<file path="src/rtl/fphub_square_if.sv">
// Bus between a requester and the FPHUB squarer: operand in, result and status out.
// Handshake: start is sampled only while computing=0; finish is a one-cycle pulse, res/special_case are valid only with it.
interface fphub_square_if #(
   parameter int M = 23,
   parameter int E = 8
);
   localparam int T = M + E;

   logic         start;
   logic [T:0]   x;
   logic [T:0]   res;
   logic         finish;
   logic         computing;
   logic         special_case;

   modport master (
      output start, x,
      input  res, finish, computing, special_case
   );

   modport slave (
      input  start, x,
      output res, finish, computing, special_case
   );
endinterface

</file>
<file path="src/rtl/fphub_square.sv">
// Multi-cycle FPHUB squarer: radix-2 shift-add of the HUB significand, truncating normalization,
// and a short special path for zero/infinity operands.
module fphub_square #(
   parameter int M = 23,
   parameter int E = 8
) (
   input  logic          clk,
   input  logic          rst_l,
   fphub_square_if.slave bus,
   output logic [1:0]    dbg_state
);
   localparam int T  = M + E;
   localparam int PW = 2*M + 4;
   localparam int SW = M + 2;
   localparam int CW = $clog2(M + 2);
   localparam logic [CW-1:0] CNT_LAST = CW'(M + 1);
   localparam logic [E+2:0]  BIAS     = (E+3)'(2**(E-1) - 1);
   localparam logic [E+2:0]  ER_MAX   = (E+3)'(2**E - 1);

   typedef enum logic [1:0] {
      IDLE    = 2'd0,
      SPECIAL = 2'd1,
      ITER    = 2'd2,
      DONE    = 2'd3
   } state_t;

   state_t        state;
   logic [SW-1:0] s_q;
   logic [PW-1:0] mc_q;
   logic [PW-1:0] p_q;
   logic [CW-1:0] cnt_q;
   logic [E-1:0]  exp_q;
   logic          spec_q;
   logic          inf_q;
   logic [T:0]    res_q;
   logic          finish_q;
   logic          computing_q;
   logic          special_q;

   logic [E-1:0]  x_exp;
   logic [M-1:0]  x_man;
   logic          norm_n;
   logic [M-1:0]  man_n;
   logic [E+2:0]  er;
   logic          ovf;
   logic          unf;
   logic [T:0]    res_nxt;
   logic          sc_nxt;

   assign x_exp = bus.x[T-1:M];
   assign x_man = bus.x[M-1:0];

   // er is kept 3 bits wider than the field so 2*exp never wraps; the top bit is its sign.
   always_comb begin
      norm_n  = p_q[PW-1];
      man_n   = norm_n ? p_q[PW-2:M+3] : p_q[PW-3:M+2];
      er      = {2'b00, exp_q, 1'b0} - BIAS + {{(E+2){1'b0}}, norm_n};
      ovf     = !er[E+2] && (er >= ER_MAX);
      unf     = er[E+2] || (er == '0);
      res_nxt = '0;
      sc_nxt  = 1'b0;
      if (spec_q) begin
         res_nxt = inf_q ? {1'b0, {T{1'b1}}} : '0;
         sc_nxt  = 1'b1;
      end else if (ovf) begin
         res_nxt = {1'b0, {T{1'b1}}};
         sc_nxt  = 1'b1;
      end else if (unf) begin
         res_nxt = '0;
         sc_nxt  = 1'b1;
      end else begin
         res_nxt = {1'b0, er[E-1:0], man_n};
      end
   end

   always_ff @(posedge clk or negedge rst_l) begin
      if (!rst_l) begin
         state       <= IDLE;
         s_q         <= '0;
         mc_q        <= '0;
         p_q         <= '0;
         cnt_q       <= '0;
         exp_q       <= '0;
         spec_q      <= 1'b0;
         inf_q       <= 1'b0;
         res_q       <= '0;
         finish_q    <= 1'b0;
         computing_q <= 1'b0;
         special_q   <= 1'b0;
      end else begin
         finish_q  <= 1'b0;
         res_q     <= '0;
         special_q <= 1'b0;
         case (state)
            IDLE: begin
               if (bus.start) begin
                  exp_q       <= x_exp;
                  s_q         <= {1'b1, x_man, 1'b1};
                  mc_q        <= {{(PW-SW){1'b0}}, 1'b1, x_man, 1'b1};
                  p_q         <= '0;
                  cnt_q       <= '0;
                  computing_q <= 1'b1;
                  inf_q       <= &x_exp;
                  if ((x_exp == '0) || (&x_exp)) begin
                     spec_q <= 1'b1;
                     state  <= SPECIAL;
                  end else begin
                     spec_q <= 1'b0;
                     state  <= ITER;
                  end
               end
            end
            SPECIAL: state <= DONE;
            ITER: begin
               // Multiplier bits leave s_q LSB first while the multiplicand walks left.
               if (s_q[0]) p_q <= p_q + mc_q;
               s_q   <= s_q >> 1;
               mc_q  <= mc_q << 1;
               cnt_q <= cnt_q + 1'b1;
               if (cnt_q == CNT_LAST) state <= DONE;
            end
            DONE: begin
               state       <= IDLE;
               computing_q <= 1'b0;
               finish_q    <= 1'b1;
               res_q       <= res_nxt;
               special_q   <= sc_nxt;
            end
            default: state <= IDLE;
         endcase
      end
   end

   assign bus.res          = res_q;
   assign bus.finish       = finish_q;
   assign bus.computing    = computing_q;
   assign bus.special_case = special_q;
   assign dbg_state        = state;
endmodule

</file>
<file path="src/flat_wrapper.sv">
// flat-port wrapper written by rule: the top's interface ports become plain ports
module fphub_square_flat 
#(
   parameter int M = 23,
   parameter int E = 8
)
  (clk, rst_l, dbg_state, bus_start, bus_x, bus_res, bus_finish, bus_computing, bus_special_case);
  fphub_square_if #(.M(M), .E(E)) bus_i ();
  input  logic clk;
  input  logic rst_l;
  output logic [1:0] dbg_state;
  input wire logic [$bits(bus_i.start)-1:0] bus_start;
  input wire logic [$bits(bus_i.x)-1:0] bus_x;
  output wire logic [$bits(bus_i.res)-1:0] bus_res;
  output wire logic [$bits(bus_i.finish)-1:0] bus_finish;
  output wire logic [$bits(bus_i.computing)-1:0] bus_computing;
  output wire logic [$bits(bus_i.special_case)-1:0] bus_special_case;
  assign bus_i.start = bus_start;
  assign bus_i.x = bus_x;
  assign bus_res = bus_i.res;
  assign bus_finish = bus_i.finish;
  assign bus_computing = bus_i.computing;
  assign bus_special_case = bus_i.special_case;
  fphub_square #(.M(M), .E(E)) u_core (.clk(clk), .rst_l(rst_l), .bus(bus_i), .dbg_state(dbg_state));
endmodule
</file>
<file path="config.mk">
export PLATFORM = sky130hd
export DESIGN_NAME = fphub_square_flat
export DESIGN_NICKNAME = d
export VERILOG_FILES = /design/src/rtl/fphub_square_if.sv /design/src/rtl/fphub_square.sv /design/src/flat_wrapper.sv
export SDC_FILE = /design/constraint.sdc
export NUM_CORES = 1
export LEC_CHECK = 0
export ABC_AREA = 1
export CORE_MARGIN = 2
export CORE_UTILIZATION = 50
export DETAILED_ROUTE_END_ITERATION = 16
export DONT_BUFFER_PORTS = 1
export GPL_TIMING_DRIVEN = 0
export MAX_ROUTING_LAYER = met4
export PLACE_DENSITY = 0.76
export REMOVE_ABC_BUFFERS = 1
export SYNTH_ARGS = -nofsm -noshare
export SYNTH_HDL_FRONTEND = slang
export SYNTH_SLANG_ARGS = --single-unit
</file>
<file path="constraint.sdc">
create_clock -name clk -period 1.9 [get_ports clk]
set_input_delay 0.19 -clock clk [delete_from_list [all_inputs] [get_ports clk]]
set_output_delay 0.19 -clock clk [all_outputs]
set_load 0.02 [all_outputs]
</file>
==> results of run 1 <==
-- metrics by stage --
stage / hold slack (ns) / instances / utilization
6_report: -0.567 / 2319 / 0.749
5_1_grt: -0.573 / 2319 / 0.749
4_1_cts: -0.568 / 2232 / 0.659
3_5_place_dp: -0.0998 / 2074 / 0.520
3_3_place_gp: -0.0957 / 2071 / 0.517
2_1_floorplan: -0.106 / 1752 / -
-- worst reg2reg max path: stages (launching register included) --
cell,delay [ns]
dfrtp_1,0.44
ha_4,0.30
nand2_8,0.09
inv_2,0.05
nand2_1,0.15
nand2_2,0.10
inv_1,0.11
nand3_4,0.10
buf_6,0.14
nand2_1,0.08
nand3_2,0.12
a21oi_1,0.24
o21ai_0,0.20
o21ai_1,0.11
-- layout by cell type (no fill, tap or decap), types with 9 or more instances in the layout --
master           n
nand4_1         11
buf_4          115
dfrtp_2         23
nand3_4         17
o21ai_0         70
ha_4            52
nor2_1          62
a21oi_2         58
inv_2           38
nor2_4          42
inv_1          263
clkbuf_16       20
nand2_2        124
dfrtp_1        151
dlygate4sd3_1   32
o21ai_1         23
nand3_2         38
buf_12          15
nand2_1        477
o22ai_1         26
a21oi_1         24
nand2_4         51
nand3_1         43
buf_6           25
a31oi_1         25
nor2_2          29
inv_4            9
-- sequential cells by signal, indices dropped and copies added (netlist names) --
register,count
u_core.mc_q,50
u_core.p_q,50
u_core.bus.res,31
u_core.s_q,24
u_core.exp_q,8
u_core.cnt_q,5
u_core.dbg_state,2
u_core.bus.computing,1
u_core.bus.finish,1
u_core.bus.special_case,1
u_core.inf_q,1
u_core.spec_q,1
-- path summary, 6_finish.rpt --
kind	from	endpoint	slack, ns	depth (start not counted)
min in group clk	bus_start	u_core.exp_q[1]$_DFFE_PN0P_	0	2
worst max-delay path	u_core.p_q[7]$_DFFE_PN0P_	u_core.p_q[25]$_DFFE_PN0P_	-0.39	13
worst min register to register	u_core.cnt_q[0]$_DFFE_PN0P_	u_core.cnt_q[0]$_DFFE_PN0P_	0.54	1
worst min-delay path	rst_l	u_core.s_q[1]$_DFFE_PN0P_	-0.57	0
worst max register to register	u_core.p_q[7]$_DFFE_PN0P_	u_core.p_q[25]$_DFFE_PN0P_	-0.39	13
max in group asynchronous	rst_l	u_core.p_q[33]$_DFFE_PN0P_	2.15	0
-- layout make-up --
class,instances,share of cell area
clock inverter,11,0.00474
tap,319,0.0226
sequential,175,0.249
multi-input combinational,1268,0.500
timing repair inverter,12,0.00891
timing repair buffer,199,0.117
inverter,315,0.0716
clock buffer,20,0.0264
-- cells in the mapped netlist, types with 5 or more instances --
master	count	area (µm²)
a21oi_1	58	290
a21oi_2	31	272
a31oi_1	25	156
buf_2	11	55.1
clkbuf_1	27	101
dfrtp_1	175	4380
ha_1	59	738
inv_1	307	1150
inv_2	7	26.3
nand2_1	649	2440
nand2_2	6	37.5
nand3_1	82	410
nand3_2	13	130
nand3b_1	8	60.1
nand4_1	11	68.8
nor2_1	122	458
nor2_2	5	31.3
nor3_1	17	85.1
o21ai_0	88	440
o21ai_1	13	65.1
o21bai_1	8	60.1
o22ai_1	28	175
o31ai_1	6	45.0
-- cell families after synthesis --
group | synth area share
buffers and inverters | 0.121
AO/OA/AOI/OAI | 0.131
other | 0.000310
AND/OR/NAND/NOR | 0.318
XOR/XNOR | 0.00507
flip-flops | 0.362
adder cells (fa/ha/maj) | 0.0626
-- metal layers --
metal	track usage	share of wire	vias up
met4	0.168	0.074	0
met5	-	0	-
met3	0.0471	0.084	306
li1	-	-	6056
met1	0.407	0.36	6391
met2	0.570	0.48	831
-- timing repair --
action | CTS | global route
resized for setup | 340 | 384
gates cloned | 22 | 3
hold endpoints to repair | 213 | 175
setup buffers | 73 | 85
pin swaps | 100 | 177
setup endpoints to repair | 163 | 121
-- power groups by stage --
stage	Combinational, µW	Clock, µW	Sequential (µW)
floorplan	8210	0	6530
global placement	10400	0	6720
detailed placement	10800	0	6830
CTS	16600	3400	7140
global route	23600	3560	7410
finish	22400	3420	7300
==> run_results.csv, run 1 <==
group,metric,value,unit
sta,hold_ws,-0.567,ns
detailed_routing,antenna_left,0,
detailed_routing,wl_per_cell,21.1,µm
pwr,clkPwrFrac,0.103,
cells_and_area,drive_gt1_frac,0.378,
setup_path,crit_slowest_cell,"dfrtp_1",
setup_path,timing.critical_path.buf_inv,3,
clock_tree,holdBufCountCts,32,
setup_path,start_kind,"register",
sta,max_slew.worst_pin.slew,0.691,ns
floorplan,die-area,0.0255,mm²
setup_path,worstPathRequired,2.28,ns
setup_path,cp_cell_sequence,"ha_4 -> nand2_8 -> inv_2 -> nand2_1 -> nand2_2 -> inv_1 -> nand3_4 -> buf_6 -> nand2_1 -> nand3_2 -> a21oi_1 -> o21ai_0 -> o21ai_1",
pwr,p_int,16200,µW
detailed_routing,drt-initial-drc-count,1527,
sta,timing.final.ws_setup,-0.386,ns
detailed_routing,vias_per_cell,5.86,
sta,timing_hold_violations_final,176,
setup_path,cp-end-kind,"register",
sta,setup_tns,-13.84,ns
grt,overflow,0,
detailed_routing,vias,13600,
setup_path,critPathArrivalTime,2.66,ns
grt,first_global_vias,12200,
sta,min_period,2.29,ns
place,gp_congestion,0.981,
sta,slew_violations,0,
pwr,peakVddDrop,1210,µV
logic_synthesis,synth_seq_cells,175,
logic_synthesis,ys_seq_area_frac,0.362,
logic_synthesis,synth_ff_type,"dfrtp_1",
place,dp_slack,-2.75,ns
clock_tree,numCtsBuffers,17,
sta,max_freq,437,MHz
sta,setup_viol,83,
logic_synthesis,ys_warn_count,0,
grt,antenna_found_initial,0,
cells_and_area,area_delta_synth_final,46.2,%
logic_synthesis,synth_cells,1802,
place,port_buffers,0,
flow_run,drv_cap,0,
cells_and_area,diodes,0,
setup_path,critPathKind,"register to register",
pwr,sequentialPowerShare,0.221,
setup_path,crit_family,"simple AND/OR/NAND/NOR gates",
sta,rsz0062_at_grt,"yes",
clock_tree,clock-sinks,175,
grt,track_usage,0.342,
hold_path,holdCritPathClass,"primary input to asynchronous set/reset pin",
pwr,leakage,0.00865,µW
clock_tree,insertion_delay,0.45,ns
clock_tree,htree_levels,4,
logic_synthesis,synth-edff-count,0,
outcome,status,"complete, but fails checks",
setup_path,crit_top_cell,"nand2_1",
cells_and_area,multi_input_area,0.00884,mm²
logic_synthesis,netlist_area,0.0121,mm²
floorplan,die_x,160,µm
clock_tree,max-clock-path-buffers,2,
pwr,p_sw,16900,µW
detailed_routing,dr.pass1.iters,7,
pwr,power_density,1870,mW/mm²
sta,fin_skew,0.0106,ns
logic_synthesis,async_reset_ff_frac,1.00,
place,dp_hpwl,23.3,mm
logic_synthesis,synth.distinct_cells,44,
clock_tree,cts-root-buf,"clkbuf_16",
clock_tree,cts_tree,"yes",
pwr,total_power,33100,µW
cells_and_area,fillers,1566,
pwr,p_comb_frac,0.676,
clock_tree,clkTransAtPathRegs,0.07,ns
logic_synthesis,avgSynthCellArea,6.72,µm²
grt,grt_max_degree,176,
cells_and_area,fin_nets,2083,
floorplan,rows,56,
cells_and_area,layout.area.seq,0.00441,mm²
detailed_routing,drc,0,
sta,timing.final.crit_share,1.20,
sta,slew-limit-headroom,0.533,
floorplan,die_y,160,µm
outcome,violations,"hold timing, setup timing",
floorplan,ioPinCount,72,
floorplan,coreArea,0.0236,mm²
floorplan,initial_core_util,0.513,
cells_and_area,fin_area,0.0177,mm²
place,placedInstanceArea,0.0123,mm²
grt,grt_pass1_wl,66.4,mm
setup_path,max_stage_delay,0.44,ns
pwr,netSwitchingFraction,0.511,
detailed_routing,drt_wl_total,48.9,mm
setup_path,crit_fanout,5,
No activity file was read; power rests on OpenSTA's default activity.
==> inputs of run 2 (changes only) <==
--- a/config.mk
+++ b/config.mk
@@ -7,12 +7,12 @@
 export LEC_CHECK = 0
 export ABC_AREA = 1
 export CORE_MARGIN = 2
-export CORE_UTILIZATION = 50
+export CORE_UTILIZATION = 46
 export DETAILED_ROUTE_END_ITERATION = 16
 export DONT_BUFFER_PORTS = 1
 export GPL_TIMING_DRIVEN = 0
 export MAX_ROUTING_LAYER = met4
-export PLACE_DENSITY = 0.76
+export PLACE_DENSITY = 0.71
 export REMOVE_ABC_BUFFERS = 1
 export SYNTH_ARGS = -nofsm -noshare
 export SYNTH_HDL_FRONTEND = slang
==> run 2 against run 1 <==
Against the previous run: the flow still finishes with violations (hold timing, setup timing); critical endpoint is now u_core.p_q[35]$_DFFE_PN0P_; largest power group unchanged; critical path depth down 1; die area up 8.5%; flip-flop and latch count unchanged; critical path type unchanged; global-route usage down 4.5 points.
==> run_results.csv, run 2 (synthesis gave the netlist of run 1 again) <==
group,metric,value,unit
pwr,peakVddDrop,1580,µV
hold_path,holdCritPathClass,"primary input to asynchronous set/reset pin",
setup_path,rr_startpoint,"u_core.dbg_state[0]$_DFFE_PN0P_",
cells_and_area,drive_gt1_frac,0.301,
setup_path,cp-end-kind,"register",
setup_path,crit_top_cell,"buf_12",
setup_path,r2r_slack,-0.21,ns
clock_tree,max-clock-path-buffers,2,
detailed_routing,wl_per_cell,18.8,µm
pwr,leakage,0.00817,µW
setup_path,max_stage_delay,0.48,ns
detailed_routing,antenna_left,0,
setup_path,critPathArrivalTime,2.43,ns
place,port_buffers,0,
setup_path,timing.critical_path.buf_inv,7,
clock_tree,clkTransAtPathRegs,0.07,ns
sta,slew_violations,0,
floorplan,ioPinCount,72,
pwr,sequentialPowerShare,0.233,
grt,first_global_vias,11800,
sta,timing_hold_violations_final,175,
clock_tree,cts_tree,"yes",
floorplan,coreArea,0.0259,mm²
sta,max_slew.worst_pin.slew,0.678,ns
clock_tree,insertion_delay,0.44,ns
cells_and_area,area_delta_synth_final,39.1,%
place,dp_hpwl,23.5,mm
setup_path,crit_fanout,7,
sta,timing.final.ws_setup,-0.213,ns
outcome,status,"complete, but fails checks",
cells_and_area,diodes,0,
cells_and_area,fillers,2021,
clock_tree,clock-sinks,175,
floorplan,initial_core_util,0.467,
floorplan,die-area,0.0276,mm²
pwr,netSwitchingFraction,0.494,
clock_tree,numCtsBuffers,17,
sta,slew-limit-headroom,0.542,
detailed_routing,drc,0,
detailed_routing,vias_per_cell,5.50,
outcome,violations,"hold timing, setup timing",
setup_path,worstPathRequired,2.22,ns
floorplan,die_y,166,µm
floorplan,die_x,166,µm
grt,grt_pass1_wl,62.9,mm
sta,timing.final.crit_share,1.11,
sta,fin_skew,0.0102,ns
pwr,p_comb_frac,0.651,
detailed_routing,dr.pass1.iters,8,
detailed_routing,highest_layer,"met4",
flow_run,drv_cap,0,
setup_path,start_kind,"register",
floorplan,rows,59,
detailed_routing,met1Wirelength,17.7,mm
pwr,power_density,1860,mW/mm²
sta,hold_ws,-0.557,ns
pwr,total_power,31300,µW
place,gp_congestion,0.958,
setup_path,cp_cell_sequence,"inv_4 -> ha_4 -> inv_16 -> o21ai_4 -> buf_12 -> inv_8 -> a21oi_4 -> buf_6 -> buf_12 -> inv_12 -> nand2_1 -> o21ai_1",
grt,grt_max_degree,176,
setup_path,crit_family,"buffers and inverters",
detailed_routing,met3_length,2.38,mm
setup_path,crit_slowest_cell,"dfrtp_2",
clock_tree,holdBufCountCts,32,
cells_and_area,fin_nets,2037,
pwr,p_int,15800,µW
grt,overflow,0,
setup_path,critPathKind,"register to register",
sta,max_freq,473,MHz
pwr,p_sw,15500,µW
sta,setup_viol,88,
grt,antenna_found_initial,0,
sta,rsz0062_at_grt,"yes",
sta,setup_tns,-11.26,ns
cells_and_area,postLayoutCoreUtil,0.650,
detailed_routing,drt-initial-drc-count,1118,
cells_and_area,layout_commonest_cell,"nand2_1",
cells_and_area,layout_common_cells,"nand2_1 (535), inv_1 (289), dfrtp_1 (150)",
detailed_routing,vias,12600,
detailed_routing,drt_wl_total,43.0,mm
setup_path,r2r-end,"u_core.p_q[35]$_DFFE_PN0P_",
detailed_routing,wl_met2,20.7,mm
clock_tree,htree_levels,4,
setup_path,r2r_cells,12,
pwr,clkPwrFrac,0.116,
grt,track_usage,0.297,
clock_tree,cts-root-buf,"clkbuf_16",
sta,min_period,2.11,ns
-- run 2: cell count changes in the layout (fill, tap and decap cells not counted), sizes merged, moves of 2 or more --
| cell | change |
|---|---|
| buf | -48 |
| bufinv | +3 |
| clkinvlp | -3 |
| bufbuf | +2 |
| clkinv | +2 |
-- run 2: area by class of cell --
type | instances | area [µm²] | share of cell area
Multi-Input combinational cell | 1267 | 8240 | 0.490
Inverter | 315 | 1270 | 0.0754
Clock buffer | 19 | 433 | 0.0257
Sequential cell | 175 | 4410 | 0.262
Clock inverter | 13 | 154 | 0.00914
Timing Repair Buffer | 153 | 1730 | 0.103
Tap cell | 335 | 419 | 0.0249
Timing Repair inverter | 13 | 174 | 0.0103
-- run 2: power groups by stage --
stage	Combinational, µW	Sequential (µW)	Clock, µW
2_1_floorplan	8210	6530	0
3_3_place_gp	10500	6720	0
3_5_place_dp	10900	6830	0
4_1_cts	16500	7090	3660
5_1_grt	21800	7440	3810
6_report	20400	7300	3630
-- run 2: metal layers --
layer  up-vias  GRT usage
met5         -          -
met4         0      0.118
met3       135     0.0415
met2       449      0.491
met1      6064      0.369
li1       5955          -
-- run 2: how the worst max path moves through the flow --
stage,from,endpoint,slack (ns),depth (start not counted)
global placement,u_core.dbg_state[0]$_DFFE_PN0P_,u_core.p_q[4]$_DFFE_PN0P_,-4.08,8
global route,u_core.mc_q[23]$_DFFE_PN0P_,u_core.p_q[43]$_DFFE_PN0P_,-0.32,12
floorplan,u_core.dbg_state[0]$_DFFE_PN0P_,u_core.p_q[4]$_DFFE_PN0P_,-2.34,8
CTS,u_core.mc_q[0]$_DFFE_PN0P_,u_core.p_q[28]$_DFFE_PN0P_,-0.16,13
finish,u_core.dbg_state[0]$_DFFE_PN0P_,u_core.p_q[35]$_DFFE_PN0P_,-0.21,12
detailed placement,u_core.dbg_state[0]$_DFFE_PN0P_,u_core.p_q[7]$_DFFE_PN0P_,-2.60,10
-- run 2: stage by stage --
step | worst slack (ns) | instances | cell area (µm²)
after CTS | -0.165 | 2235 | 15400
after global routing | -0.320 | 2290 | 16800
after detailed placement | -2.60 | 2091 | 12300
after global placement | -4.08 | 2087 | 12200
final | -0.213 | 2290 | 16800
after floorplan | -2.34 | 1752 | 11800
-- run 2: repair_timing --
item	in CTS	in global routing
gates resized for setup	282	279
gates cloned	22	4
buffers inserted	60	51
hold endpoints to repair	212	175
setup endpoints to repair	163	111
pin swaps	59	83
